$ cat src/rtl/lab2_proc_imul_pkg.sv
// Shared types and sizing for the iterative multiplier; no logic, no latency.
// Backpressure is handled by the val/rdy FSM in lab2_proc_imul_iter.
package lab2_proc_imul_pkg;

    typedef enum logic [1:0] {
        IMUL_IDLE,
        IMUL_CALC,
        IMUL_DONE
    } imul_state_e;

    localparam int IMUL_NBITS = 32;

endpackage

$ cat src/rtl/lab2_proc_imul_iter_dpath.sv
// Shift-and-add datapath: operand/result/counter registers, one partial product per step.
// One cycle per load/shift step; holds all state whenever neither enable is asserted.
// Option LAB2_PROC_IMUL_EARLY_EXIT_EN additionally exports b_zero.
module lab2_proc_imul_iter_dpath
    import lab2_proc_imul_pkg::*;
#(
    parameter int NBITS = IMUL_NBITS
) (
    input  logic             clk,
    input  logic             reset_n,
    input  logic             load_en,
    input  logic             shift_en,
    input  logic             add_en,
    input  logic [NBITS-1:0] req_a,
    input  logic [NBITS-1:0] req_b,
    output logic             b_lsb,
`ifdef LAB2_PROC_IMUL_EARLY_EXIT_EN
    output logic             b_zero,
`endif
    output logic             cnt_last,
    output logic [NBITS-1:0] result
);

    localparam int CW = $clog2(NBITS) + 1;

    logic [NBITS-1:0] a_q, a_d;
    logic [NBITS-1:0] b_q, b_d;
    logic [NBITS-1:0] result_q, result_d;
    logic [CW-1:0]    counter_q, counter_d;

    always_comb begin
        a_d       = a_q;
        b_d       = b_q;
        result_d  = result_q;
        counter_d = counter_q;
        if (load_en) begin
            a_d       = req_a;
            b_d       = req_b;
            result_d  = '0;
            counter_d = '0;
        end else if (shift_en) begin
            if (add_en) begin
                result_d = result_q + a_q;
            end
            a_d       = a_q << 1;
            b_d       = b_q >> 1;
            counter_d = counter_q + CW'(1);
        end
    end

    always_ff @(posedge clk) begin
        if (!reset_n) begin
            a_q       <= '0;
            b_q       <= '0;
            result_q  <= '0;
            counter_q <= '0;
        end else begin
            a_q       <= a_d;
            b_q       <= b_d;
            result_q  <= result_d;
            counter_q <= counter_d;
        end
    end

    assign b_lsb    = b_q[0];
`ifdef LAB2_PROC_IMUL_EARLY_EXIT_EN
    assign b_zero   = (b_q == '0);
`endif
    assign cnt_last = (counter_q == CW'(NBITS - 1));
    assign result   = result_q;

endmodule

$ cat src/rtl/lab2_proc_imul_iter.sv
// Iterative NBITS x NBITS multiplier (low half of product) with val/rdy request/response.
// Latency NBITS CALC cycles; with LAB2_PROC_IMUL_EARLY_EXIT_EN, stops once b_reg drains to zero.
// One operation in flight; DONE holds result until resp_rdy, req_rdy low outside IDLE.
module lab2_proc_imul_iter
    import lab2_proc_imul_pkg::*;
#(
    parameter int NBITS = IMUL_NBITS
) (
    input  logic             clk,
    input  logic             reset_n,
    input  logic             req_val,
    output logic             req_rdy,
    input  logic [NBITS-1:0] req_a,
    input  logic [NBITS-1:0] req_b,
    output logic             resp_val,
    input  logic             resp_rdy,
    output logic [NBITS-1:0] resp_msg
);

    imul_state_e state_q, state_d;
    logic        req_rdy_q, req_rdy_d;
    logic        resp_val_q, resp_val_d;
    logic        load_en, shift_en, add_en;
    logic        b_lsb, cnt_last;
`ifdef LAB2_PROC_IMUL_EARLY_EXIT_EN
    logic        b_zero;
`endif

    always_comb begin
        state_d  = state_q;
        load_en  = 1'b0;
        shift_en = 1'b0;
        add_en   = 1'b0;
        case (state_q)
            IMUL_IDLE: begin
                if (req_val) begin
                    load_en = 1'b1;
                    state_d = IMUL_CALC;
                end
            end
            IMUL_CALC: begin
`ifdef LAB2_PROC_IMUL_EARLY_EXIT_EN
                // Remaining multiplier bits are all zero: result is already final.
                if (b_zero) begin
                    state_d = IMUL_DONE;
                end else begin
                    shift_en = 1'b1;
                    add_en   = b_lsb;
                    if (cnt_last) state_d = IMUL_DONE;
                end
`else
                shift_en = 1'b1;
                add_en   = b_lsb;
                if (cnt_last) state_d = IMUL_DONE;
`endif
            end
            IMUL_DONE: begin
                if (resp_rdy) state_d = IMUL_IDLE;
            end
            default: state_d = IMUL_IDLE;
        endcase
        req_rdy_d  = (state_d == IMUL_IDLE);
        resp_val_d = (state_d == IMUL_DONE);
    end

    always_ff @(posedge clk) begin
        if (!reset_n) begin
            state_q    <= IMUL_IDLE;
            req_rdy_q  <= 1'b1;
            resp_val_q <= 1'b0;
        end else begin
            state_q    <= state_d;
            req_rdy_q  <= req_rdy_d;
            resp_val_q <= resp_val_d;
        end
    end

    lab2_proc_imul_iter_dpath #(.NBITS(NBITS)) u_dpath (
        .clk      (clk),
        .reset_n  (reset_n),
        .load_en  (load_en),
        .shift_en (shift_en),
        .add_en   (add_en),
        .req_a    (req_a),
        .req_b    (req_b),
        .b_lsb    (b_lsb),
`ifdef LAB2_PROC_IMUL_EARLY_EXIT_EN
        .b_zero   (b_zero),
`endif
        .cnt_last (cnt_last),
        .result   (resp_msg)
    );

    assign req_rdy  = req_rdy_q;
    assign resp_val = resp_val_q;

endmodule

$ cat config.mk
export PLATFORM = sky130hd
export DESIGN_NAME = lab2_proc_imul_iter
export DESIGN_NICKNAME = d
export VERILOG_FILES = /design/src/rtl/lab2_proc_imul_pkg.sv /design/src/rtl/lab2_proc_imul_iter_dpath.sv /design/src/rtl/lab2_proc_imul_iter.sv
export SDC_FILE = /design/constraint.sdc
export NUM_CORES = 1
export LEC_CHECK = 0
export CAP_MARGIN = 10
export CELL_PAD_IN_SITES_DETAIL_PLACEMENT = 1
export CELL_PAD_IN_SITES_GLOBAL_PLACEMENT = 1
export CORE_MARGIN = 1.5
export CORE_UTILIZATION = 40
export DETAILED_ROUTE_END_ITERATION = 16
export GPL_TIMING_DRIVEN = 0
export PLACE_DENSITY = 0.84
export SKIP_CTS_REPAIR_TIMING = 1
export SKIP_LAST_GASP = 1
export SYNTH_ARGS = -nofsm -noshare
export SYNTH_HDL_FRONTEND = slang
export SYNTH_HIERARCHICAL = 1
export SYNTH_SLANG_ARGS = --single-unit
$ cat constraint.sdc
create_clock -name clk -period 3.2 [get_ports clk]
set_clock_uncertainty 0.05 [all_clocks]
set_input_delay 0.32 -clock clk [delete_from_list [all_inputs] [get_ports clk]]
set_output_delay 0.32 -clock clk [all_outputs]
set_load 0.005 [all_outputs]
# Yosys cells after proc, flatten, opt, wreduce, memory -nomap -nowiden
# Cells that the tools add are included.
word_totals:
  reg_bits: 106
  out_inout_bits: 34
  elab_cells: 31
classes:
  n_addsub: 2
  n_eq_ne: 4
  muxes: 12
  bitwise_logic: 1
  reduce_logical: 5
op_table:
  columns: ["op", "count"]
  rows:
  - ["$mux W32", 4]
  - ["$add A32 B32 Y32", 1]
  - ["$add A6 B1 Y6 const B", 1]
  - ["$eq A6 B5 Y1 const B", 1]
  - ["$mux W2", 3]
  - ["$pmux W2 S3", 1]
  - ["$eq A2 B2 Y1 const B", 2]
  - ["$logic_not A2 Y1", 2]
  - ["$mux W1", 4]
  - ["$eq A2 B1 Y1 const B", 1]
  - ["$reduce_and A2 Y1", 1]
  - ["$reduce_bool A2 Y1", 1]
  - ["$reduce_or A2 Y1", 1]
  - ["$not A1 Y1", 1]

# Longest topological paths before layout
depth:
  ltp_word: 4
  mapped_depth: 10
  depth_no_buf: 10

# Cells and area by module
# The synthesis kept the hierarchy.
by_module_without_submodules:
  columns: ["module", "instances", "cells_each", "area_per_inst_um2", "seq_area_each_um2"]
  rows:
  - ["lab2_proc_imul_iter_dpath", 1, 729, 5926.9, 2042.0]
  - ["lab2_proc_imul_iter", 1, 16, 170.2, 80.1]

# Least setup slack after synthesis
# Ideal clock, no wire load.
synth_path:
  kind: "flip-flop to flip-flop"
  start: "reg u_dpath.result_q[0], in the netlist u_dpath/result[0]"
  end: "reg u_dpath.result_q[30], in the netlist u_dpath/result[30]"
  setup_time_ns: 0.122
  t_arrival_ns: 2.625
  t_required_ns: 3.028
  setup_slack_ns: 0.403
  path_stages_with_launch: 11
  synth_period_minus_slack_ns: 2.797
  path_cell_list: "dfxtp_1 ha_1 fa_1 a211oi_2 o21ai_2 a22oi_4 o22ai_1 a311o_1 a221oi_2 nor3_1 a221o_1"
synth_via:
  elab_chain_len: 1
synth_rtl:
  columns: ["item", "line", "text"]
  rows:
  - ["start, declared", "lab2_proc_imul_iter_dpath.sv:28", "logic [NBITS-1:0] result_q, result_d;"]
  - ["start signal, assigned", "lab2_proc_imul_iter_dpath.sv:60", "result_q <= result_d;"]
  - ["$add A32 B32 Y32", "lab2_proc_imul_iter_dpath.sv:43", "result_d = result_q + a_q;"]
# No other way between the ends.
# A chain may end at the register's enable or synchronous reset.

# Worst setup path in the final report
# Same ends and word-level chain as after synthesis.

==> summary.md <==
| Metric | Value |
|---|---|
| Pleak | 3.13 nW |
| Sequential share of the synthesized area | 0.348 |
| Achievable Freq | 323 MHz |
| Setup crit end | u_dpath/result[30] |
| Cells on worst reg2reg path | 10 |
| Post-Place Setup Slack | -0.0270 ns |
| Dpl hpwl | 13.9 mm |
| Die Area | 0.0160 mm² |
| Hold slack | 0.434 ns |
| Syn Nets | 846 |
| Top-Level Pins | 102 |
| FF-to-FF End | u_dpath/result[30] |
| Clock Path Buffers | 2 |
| HP Class | flip-flop to flip-flop |
| Peak fanout along the critical path | 5 |
| Gr usage total | 0.236 |
| WS Path Type | flip-flop to flip-flop |
| Outcome | completed |
| Async SR Flop Fraction | 0 |
| TritonCTS clock tree | yes |
| CP peak stage delay | 0.44 ns |
| Sequential power share | 0.444 |
| CTS HTree Levels | 3 |
| Main synth FF type | dfxtp_1 |
| Worst-path cell chain | ha_1 > fa_1 > a211oi_2 > o21ai_2 > a22oi_4 > o22ai_1 > a311o_2 > a221oi_4 > nor3_1 > a221o_1 |
| FF-to-FF Start | u_dpath/result[0] |
| Layout cells sized above 1 | 0.0346 |
| Site row count | 44 |
| Share of power burned in the clock network | 0.411 |
| CP endpoint kind | flip-flop |
| Register Area | 0.00212 mm² |
| Synthesized flop and latch total | 106 |
| Critical-path top delay cell | fa_1 |
| Max Cap Viol | 0 |
| CTS Buf Count | 9 |
| Largest net degree at the start of global routing | 17 |
| Reg clk slew, reported paths | 0.08 ns |
| Layout Nets | 963 |
| Die Span Y | 126 µm |
| Switching pwr | 0.804 mW |
| Area grow syn2layout | 27.0% |
| Number of synthesized flops with an enable pin | 0 |
| Combinational group share of total power | 0.146 |
| Final setup fails | 0 |
| Via count | 5801 |
| PwrDens | 415 mW/mm² |
| Final WL | 19.0 mm |
| RePlAce Congestion | 0.891 |
| Gr ovfl total | 0 |
| Clock Root Buffer | clkbuf_16 |
| Synth unique cells | 56 |
| Switching Fraction | 0.250 |
| Most common cell after layout, fill and taps aside | nand2_1 |
| Number of global-route vias before repair | 6218 |
| Post-Syn Area | 0.00610 mm² |
| Clock sinks | 106 |
| Worst rel slew slack | 0.488 |
| Final Cycle Share | 0.967 |
| Worst EP arrival | 3.28 ns |
| Iter 0 DRT Violations | 257 |
| Worst-margin pin slew | 0.768 ns |
| Worst-Skew Late Latency | 0.35 ns |
| Drt pass-1 iters | 4 |
| Final Cell Area | 0.00774 mm² |
| Initial Util | 0.415 |
| Core ar. | 0.0147 mm² |
| Post-Syn Instances | 745 |
| Yosys Warn Count | 6 |
| DP Area | 0.00734 mm² |
| Reg-to-reg slack, setup | 0.11 ns |
| Crit. Startpoint | u_dpath/result[0] |
| Worst setup SP type | flip-flop |
| Syn_area_per_cell | 8.18 µm² |
| Die X | 126 µm |
| Commonest cells after routing, fill and taps aside | nand2_1, dfxtp_1, clkdlybuf4s50_1 |
| Drt wl/cell | 18.0 µm |
| Post-route ant nets | 0 |
| Power, Total | 3.21 mW |
| Slew Viols, Final | 0 |
| Fin crit period | 3.09 ns |
| IO Port Bufs | 101 |
| DRC errors left | 0 |
| WP data required | 3.39 ns |
| Avg Vias per Cell | 5.51 |
| Global-route wire length before repair | 30.3 mm |
| Area of the multi-input gates | 0.00381 mm² |
| Fillers | 1768 |
| Peak VDD IR | 241 µV |
| Int Pwr | 2.41 mW |
| Final worst setup slack | 0.107 ns |
| Final hold vios | 0 |
| Initial antenna violation count | 1 |
synthesized netlist by cell type, types with 8 or more instances:
library cell | count | area share
inv_1 | 8 | 0.0049
xor2_1 | 10 | 0.014
nor3_1 | 9 | 0.0074
and2_1 | 67 | 0.069
nor2_1 | 23 | 0.014
dfxtp_1 | 106 | 0.35
mux2i_1 | 65 | 0.11
a31oi_1 | 8 | 0.0082
o21ai_0 | 86 | 0.071
nand2_1 | 124 | 0.076
ha_1 | 32 | 0.066
clkbuf_1 | 30 | 0.018
a21o_1 | 14 | 0.017
xnor2_1 | 12 | 0.017
a21oi_1 | 53 | 0.044
buf_1 | 8 | 0.0049
area by class of cell:
type,instances,area share
multi-input cells,593,0.493
flip-flops and latches,106,0.274
repair buffers,106,0.135
clock buffers,11,0.0326
well taps,184,0.0297
plain buffers,38,0.0184
clock inverters,5,0.0129
inverters,8,0.00388
diodes,1,0.000323
cells by family after synthesis:
family	count (synthesis)	synth area share
mux	65	0.107
xor+xnor	22	0.0316
buf+inv	46	0.0283
compound gates	204	0.200
fa+ha+maj	33	0.0690
flops	106	0.348
simple gates	269	0.216
worst min path at each step:
| stage | start | slack [ns] | cells after the start | end |
|---|---|---|---|---|
| 5_1_grt | u_dpath/result[31] | 0.45 | 2 | u_dpath/result[31] |
| 6_report | u_dpath/result[14] | 0.43 | 2 | u_dpath/result[14] |
| 3_5_place_dp | u_dpath/result[6] | 0.42 | 2 | u_dpath/result[6] |
| 2_1_floorplan | u_dpath/counter_q[5] | 0.41 | 2 | u_dpath/counter_q[5] |
| 3_3_place_gp | u_dpath/result[14] | 0.42 | 2 | u_dpath/result[14] |
| 4_1_cts | u_dpath/result[6] | 0.43 | 2 | u_dpath/result[6] |
through the flow:
step                std cells  setup TNS (ns)  utilization
floorplan                 745               0            -
global placement         1030         -0.0508        0.499
detailed placement       1030         -0.0981        0.499
CTS                      1046         -0.0370        0.523
global route             1051        -0.00408        0.527
finish                   1052               0        0.527
sequential cells by signal (all words and copies together) (netlist names):
name,flops
u_dpath/a_q,32
u_dpath/b_q,32
u_dpath/result,32
u_dpath/counter_q,6
state_q,2
req_rdy,1
resp_val,1
metal layers:
layer  vias to the layer above  part of all wire  track usage
met5                         -                 0            0
met4                         0             0.031        0.108
met3                        40             0.034       0.0350
met2                       117              0.50        0.428
met1                      2797              0.43        0.274
li1                       2847                 -            -
power by group through the flow:
stage	sequential [mW]	clock, mW	combinational, mW
after global placement	1.45	0	0.434
after CTS	1.42	1.33	0.467
after floorplan	1.43	0	0.284
final	1.42	1.32	0.467
after detailed placement	1.45	0	0.459
after global routing	1.43	1.37	0.516
critical path, delay by kind of cell, from the launching register on:
| family | cells | cell delay [ns] |
|---|---|---|
| AO/OA/AOI/OAI | 7 | 1.82 |
| adder cells (fa/ha/maj) | 2 | 0.69 |
| flip-flops | 1 | 0.34 |
| AND/OR/NAND/NOR | 1 | 0.09 |
Note: power is estimated with default switching activity, not from simulation.
